`src/rtl/connect4_pkg.sv`:
```
// Shared types and constants for the Connect-4 win checker.
// Board geometry, cell codes, probe directions and checker FSM states.
package connect4_pkg;

  localparam int ROWS    = 6;
  localparam int COLS    = 7;
  localparam int WIN_LEN = 4;

  localparam int ROW_W = $clog2(ROWS);
  localparam int COL_W = $clog2(COLS);
  // Signed probe width: anchor + (WIN_LEN-1) must never overflow into the sign bit.
  localparam int PROBE_W = $clog2(((ROWS > COLS) ? ROWS : COLS) + WIN_LEN) + 1;

  typedef logic [1:0] cell_t;
  localparam cell_t CELL_EMPTY = 2'b00;
  localparam cell_t CELL_P0    = 2'b01;
  localparam cell_t CELL_P1    = 2'b10;

  typedef cell_t [COLS-1:0] row_t;
  typedef row_t  [ROWS-1:0] board_t;

  typedef enum logic [1:0] {DIR_E, DIR_S, DIR_SE, DIR_SW} dir_t;

  typedef enum logic [1:0] {CHK_IDLE, CHK_SCAN, CHK_REPORT} chk_state_t;

  function automatic cell_t target_code(input logic player_turn);
    return player_turn ? CELL_P1 : CELL_P0;
  endfunction

  function automatic logic top_row_full(input board_t b);
    logic full = 1'b1;
    for (int c = 0; c < COLS; c++) begin
      if (b[0][c] == CELL_EMPTY) full = 1'b0;
    end
    return full;
  endfunction

endpackage

```
`src/rtl/connect4_line_probe.sv`:
```
// Combinational line probe: does a WIN_LEN run of the target code start at the
// anchor and extend in the given direction, staying entirely on the board?
module connect4_line_probe
  import connect4_pkg::*;
(
  input  board_t           i_board,
  input  logic [ROW_W-1:0] i_row,
  input  logic [COL_W-1:0] i_col,
  input  dir_t             i_dir,
  input  cell_t            i_target,
  output logic             o_hit
);

  localparam logic signed [PROBE_W-1:0] ROWS_S = PROBE_W'(ROWS);
  localparam logic signed [PROBE_W-1:0] COLS_S = PROBE_W'(COLS);

  logic signed [PROBE_W-1:0] w_dr;
  logic signed [PROBE_W-1:0] w_dc;
  logic signed [PROBE_W-1:0] w_r;
  logic signed [PROBE_W-1:0] w_c;

  always_comb begin
    w_dr = '0;
    w_dc = '0;
    case (i_dir)
      DIR_E:  w_dc = PROBE_W'(1);
      DIR_S:  w_dr = PROBE_W'(1);
      DIR_SE: begin w_dr = PROBE_W'(1); w_dc = PROBE_W'(1); end
      DIR_SW: begin w_dr = PROBE_W'(1); w_dc = '1; end  // column step of -1
      default: ;
    endcase
  end

  // NOTE: w_r/w_c are walked with blocking assignments so each loop iteration
  // sees the coordinate produced by the previous one; this is pure combinational logic.
  always_comb begin
    o_hit = 1'b1;
    w_r   = PROBE_W'(i_row);
    w_c   = PROBE_W'(i_col);
    for (int i = 0; i < WIN_LEN; i++) begin
      if (w_r[PROBE_W-1] || w_c[PROBE_W-1] || (w_r >= ROWS_S) || (w_c >= COLS_S)) begin
        o_hit = 1'b0;
      end else if (i_board[w_r[ROW_W-1:0]][w_c[COL_W-1:0]] != i_target) begin
        o_hit = 1'b0;
      end
      w_r = w_r + w_dr;
      w_c = w_c + w_dc;
    end
  end

endmodule

```
`config.mk`:
```
export PLATFORM = sky130hd
export DESIGN_NAME = connect4_line_probe
export DESIGN_NICKNAME = d
export VERILOG_FILES = /design/src/rtl/connect4_pkg.sv /design/src/rtl/connect4_line_probe.sv
export SDC_FILE = /design/constraint.sdc
export NUM_CORES = 1
export LEC_CHECK = 0
export BUFFER_PORTS_ARGS = -buffer_cell sky130_fd_sc_hd__clkbuf_2
export CAP_MARGIN = 5
export CORE_UTILIZATION = 30
export DETAILED_ROUTE_END_ITERATION = 10
export SLEW_MARGIN = 20
export SYNTH_ARGS = -nofsm -noshare
export SYNTH_HDL_FRONTEND = slang
export SYNTH_SLANG_ARGS = --single-unit
```
`constraint.sdc`:
```
create_clock -name vclk -period 8.75
set_clock_uncertainty 0.05 [all_clocks]
set_input_delay 2.1875 -clock vclk [all_inputs]
set_output_delay 2.1875 -clock vclk [all_outputs]
set_load 0.02 [all_outputs]
```
==> results.toml, run 1 <==
[run_status]
status = "completed"

[critical_path]
cp.required_ns = 6.51
crit_buf_inv = 4
start_kind = "input pin"
cp_top_family = "adder cells"
cp_common_cell = "ha_1"
slowest_stage = "mux4_2"
cp-end-kind = "primary output"
path_cells = "clkbuf_2 > or2_2 > ha_1 > ha_1 > ha_1 > ha_1 > buf_4 > mux4_2 > mux2_2 > a221oi_1 > a211o_1 > nand3_1 > o41a_1 > nor4_1 > buf_4 > clkbuf_2"
critical_path_arrival_ns = 6.20
crit_fanout = 13
max_stage_delay_ns = 0.51
critical_path_class = "in2out"

[synth]
ys_warn_count = 0
avgSynthCellArea_um2 = 8.67
synth_area_leaders = "mux4_2, mux2i_1, nand2_1"
yosysTopAreaCellShare_pct = 29.7
synth_area_mm2 = 0.00379
synth.most_common_cell = "nand2_1"
syn_inst = 437
synth_nets = 543
yosysUniqueCellTypes = 67
synthTopCellsByCount = "nand2_1, mux2i_1, mux4_2"
synth_top_cell_by_area = "mux4_2"
yosysSeqAreaShare_pct = 0

[die]
io_pins = 95
dieArea_mm2 = 0.0131
core_mm2 = 0.0122
dieHeight_um = 114
rows = 40
initial_core_util_pct = 31.2
die-width_um = 114

[power_and_ir_drop]
power_leakage_nw = 1.89
ir_drop_uv = 46.4
powerDensity_mw_per_mm2 = 107

[placed_design]
port_buffers = 95
placedInstanceArea_mm2 = 0.00453
gp_congestion = 0.975
placed_cells = 695
dp_hpwl_mm = 12.3

[sta]
finalHoldViolations = 0
setup_tns_ns = 0
relSlewSlack_pct = 42.4
period_minus_slack_ns = 8.43
period_share_pct = 96.4
grt_setup_unrepaired = "no"
setup_viol = 0
fmax_mhz = 119
maxSlewViolCount = 0
tightest_slew_ns = 0.863
whs_ns = 4.96

[route]
drt_iter0_drc = 411
ant_nets = 0
via_per_inst = 6.40
avgRoutedWirePerCell_um = 22.3
num_vias = 4446
drc = 0
firstDrtPassIters = 5
wirelength_mm = 15.5

[grt]
antenna_found_initial = 0
grt_use_total_pct = 23.4
grt_max_degree = 55
overflow = 0
use_met3_pct = 2.12
grtUsageMet2_pct = 38.6
use_met1_pct = 33.1
grt-busiest-layer = "met2"
grt_pass1_wl_mm = 23.6
grt_pass1_vias = 4127

[min_path]
min_to = "o_hit"
min-delay-start = "i_target[0]"
hold_path.class = "in2out"
hold_path_depth = 5

[layout]
clkbuf_count = 0
design.seq.count = 0
final_cells = 695
fin_area_mm2 = 0.00453
n_antenna_cell = 0
drive_above_1_share_pct = 38.0
synthToLayoutAreaGrowth_pct = 19.6
nNetsFinal = 635
regArea_um2 = 0

[flow_run]
drv_cap = 0

[clock_network]
post_cts.repair.setup_buffers = 0
==> kinds of logic (layout without fill, tap and decap cells) <==
logic type,Yosys count,count (layout),synth area share [%]
compound gates,98,98,18.4
mux,111,111,47.0
fa+ha+maj,12,12,4.16
simple gates,148,148,18.7
xor+xnor,17,17,5.02
buf+inv,51,141,6.77
==> worst max path at each step <==
stage / start / endpoint / slack (ns) / depth (start not counted)
final: i_dir[1] / o_hit / 0.32 / 16
after global routing: i_dir[1] / o_hit / 0.02 / 19
after CTS: i_dir[1] / o_hit / 0.18 / 19
after detailed placement: i_dir[1] / o_hit / 0.20 / 19
after global placement: i_dir[1] / o_hit / 0.27 / 19
after floorplan: i_dir[1] / o_hit / 0.25 / 15
==> per-layer routing <==
metal | up-vias | share of wire, %
li1 | 1938 | -
met1 | 2180 | 43
met2 | 299 | 46
met3 | 29 | 8.8
met4 | 0 | 2.5
met5 | - | 0
==> area by class of cell <==
class	count	area (um^2)
fillers	1316	7630
multi-input cells	386	3550
repair buffers	128	723
well taps	168	210
inverters	13	48.8
==> repair_timing <==
action,4_1_cts,5_1_grt
hold buffers,0,0
resized for setup,0,1
endpoints found under the setup margin,0,1
==> report_power, final <==
group / leakage [nW] / internal (W) / switching (W) / total (W)
clock: 0 / 0 / 0 / 0
combinational: 1.89 / 0.000221 / 0.000264 / 0.000486
sequential: 0 / 0 / 0 / 0
total: 1.89 / 0.000221 / 0.000264 / 0.000486
==> cell usage in the layout, fill, tap and decap left out, types with 3 or more instances in the layout <==
cell type / count
clkbuf_2: 94
nand2_1: 54
mux2i_1: 50
mux4_2: 50
buf_4: 33
nor2_1: 26
a21oi_1: 22
nand3_1: 17
nor3_1: 13
inv_1: 10
o21ai_0: 10
ha_1: 10
mux2_2: 9
xnor2_1: 8
nand4_1: 8
a211oi_1: 8
a221oi_1: 7
a31oi_1: 7
a22oi_1: 5
xnor2_2: 5
nor2b_1: 4
or3_1: 4
o22ai_1: 4
xor2_1: 3
nand2b_1: 3
nor4_1: 3
and2_1: 3
nor3b_1: 3
nand3b_1: 3
a41oi_1: 3
a2111oi_0: 3
==> per-stage QoR <==
stage	util, %	total power [W]	setup slack [ns]
2_1_floorplan	-	0.000324	0.255
3_3_place_gp	37.2	0.000471	0.268
3_5_place_dp	37.2	0.000473	0.196
4_1_cts	37.2	0.000477	0.176
5_1_grt	37.3	0.000521	0.0234
6_report	37.3	0.000486	0.315
(Power assumes the default switching activity.)
==> run 2: changes to the inputs <==
--- a/config.mk
+++ b/config.mk
@@ -5,6 +5,7 @@
 export SDC_FILE = /design/constraint.sdc
 export NUM_CORES = 1
 export LEC_CHECK = 0
+export ABC_AREA = 1
 export BUFFER_PORTS_ARGS = -buffer_cell sky130_fd_sc_hd__clkbuf_2
 export CAP_MARGIN = 5
 export CORE_UTILIZATION = 30
==> results.toml, run 2 <==
[die]
io_pins = 95
core_mm2 = 0.0126
dieHeight_um = 116
rows = 41
initial_core_util_pct = 30.7
dieArea_mm2 = 0.0134
die-width_um = 116

[sta]
finalHoldViolations = 0
fmax_mhz = 121
whs_ns = 4.84
setup_viol = 0
tightest_slew_ns = 0.665
grt_setup_unrepaired = "no"
relSlewSlack_pct = 55.5
maxSlewViolCount = 0
setup_tns_ns = 0
period_minus_slack_ns = 8.28
period_share_pct = 94.6
worst_slack_ns = 0.474

[synth]
avgSynthCellArea_um2 = 4.45
synth_area_mm2 = 0.00388
yosysTopAreaCellShare_pct = 40.0
synth_nets = 978
ys_warn_count = 0
synthTopCellsByCount = "nand2_1, nand3_1, inv_1"
yosysUniqueCellTypes = 34
syn_inst = 872
synth.most_common_cell = "nand2_1"
yosysSeqAreaShare_pct = 0
synth_top_cell_by_area = "nand2_1"
synth_area_leaders = "nand2_1, nand3_1, inv_1"

[placed_design]
place_ws_ns = 0.539
gp_congestion = 0.998
port_buffers = 95
dp_hpwl_mm = 13.9
placedInstanceArea_mm2 = 0.00443

[route]
ant_nets = 0
drc = 0
via_per_inst = 5.20
avgRoutedWirePerCell_um = 15.6
top_layer = "met4"
firstDrtPassIters = 5
dr_wl_met2_mm = 7.62
wirelength_mm = 17.3
drt_iter0_drc = 487
wirelength_met1_mm = 7.46
num_vias = 5758
dr_wl_met3_mm = 1.69

[clock_network]
cts.repair.resized = 0
post_cts.repair.setup_buffers = 0
ctsHoldBuffers = 0

[layout]
regArea_um2 = 0
multi_input_area_mm2 = 0.00331
fin_area_mm2 = 0.00443
n_antenna_cell = 0
drive_above_1_share_pct = 13.6
nNetsFinal = 1044
final_cell_mix = "nand2_1, nand3_1, clkbuf_2"
design.seq.count = 0
final_common_cell = "nand2_1"
fillers = 1519
synthToLayoutAreaGrowth_pct = 14.1
clkbuf_count = 0

[critical_path]
cp-end-kind = "primary output"
critical_path_arrival_ns = 6.04
crit_fanout = 8
cp-startpoint = "i_dir[1]"
start_kind = "input pin"
critical_path_class = "in2out"
cp.required_ns = 6.51

[grt]
antenna_found_initial = 0
grt_pass1_vias = 5128
grt_pass1_wl_mm = 26.9
overflow = 0
grt_use_total_pct = 26.3
grt_max_degree = 54

[min_path]
hold_path.class = "in2out"
min-delay-start = "i_target[0]"

[run_status]
status = "completed"

[power_and_ir_drop]
powerDensity_mw_per_mm2 = 95.0
ir_drop_uv = 32.6
power_leakage_nw = 2.69
power_w = 0.000421

[flow_run]
drv_cap = 0
## run 2: final cells by class
type,count,share of cell area (%)
inverters,89,7.66
multi-input cells,740,74.7
well taps,172,4.86
repair buffers,107,12.8
## run 2: power breakdown
group          internal (W)  total (W)  leakage [nW]  switching [W]
Clock                     0          0             0              0
Combinational      0.000138   0.000421          2.69       0.000283
Sequential                0          0             0              0
## run 2: layer usage
layer | vias to the layer above | GRT usage (%)
met5 | - | 0
met4 | 0 | 7.35
met3 | 33 | 2.93
met2 | 284 | 43.2
met1 | 2546 | 36.1
li1 | 2895 | -
## run 2: per-stage QoR
| step | instances | util [%] |
|---|---|---|
| 2_1_floorplan | 872 | - |
| 3_3_place_gp | 1108 | 35.1 |
| 3_5_place_dp | 1108 | 35.1 |
| 4_1_cts | 1108 | 35.1 |
| 5_1_grt | 1108 | 35.1 |
| 6_report | 1108 | 35.1 |
## run 2: kinds of logic (layout without fill, tap and decap cells)
kind of cell,after synthesis,in the layout,share of synthesized area (%)
AND/OR/NAND/NOR,648,648,70.4
buffers and inverters,132,196,14.8
AO/OA/AOI/OAI,79,79,10.5
adder cells (fa/ha/maj),12,12,4.06
multiplexers,1,1,0.258
## run 2: path summary, 6_finish.rpt
path  slack [ns]     to  cells after the start
max         0.47  o_hit                     23
min         4.84  o_hit                      5
## run 2: worst max-delay path: stages
cell and delay [ns]:
clkbuf_2 0.14, inv_1 0.10, nand2_1 0.11, ha_1 0.22
ha_1 0.32, inv_1 0.24, nand2_1 0.09, nand2_1 0.08
inv_1 0.05, ha_1 0.40, fa_1 0.70, inv_1 0.09
nor2_1 0.14, inv_1 0.08, o22ai_1 0.13, o21bai_1 0.13
o21ai_0 0.07, a21boi_0 0.21, nand2_1 0.07, nand2_1 0.06
nand3_1 0.08, nor2_2 0.16, clkbuf_2 0.19
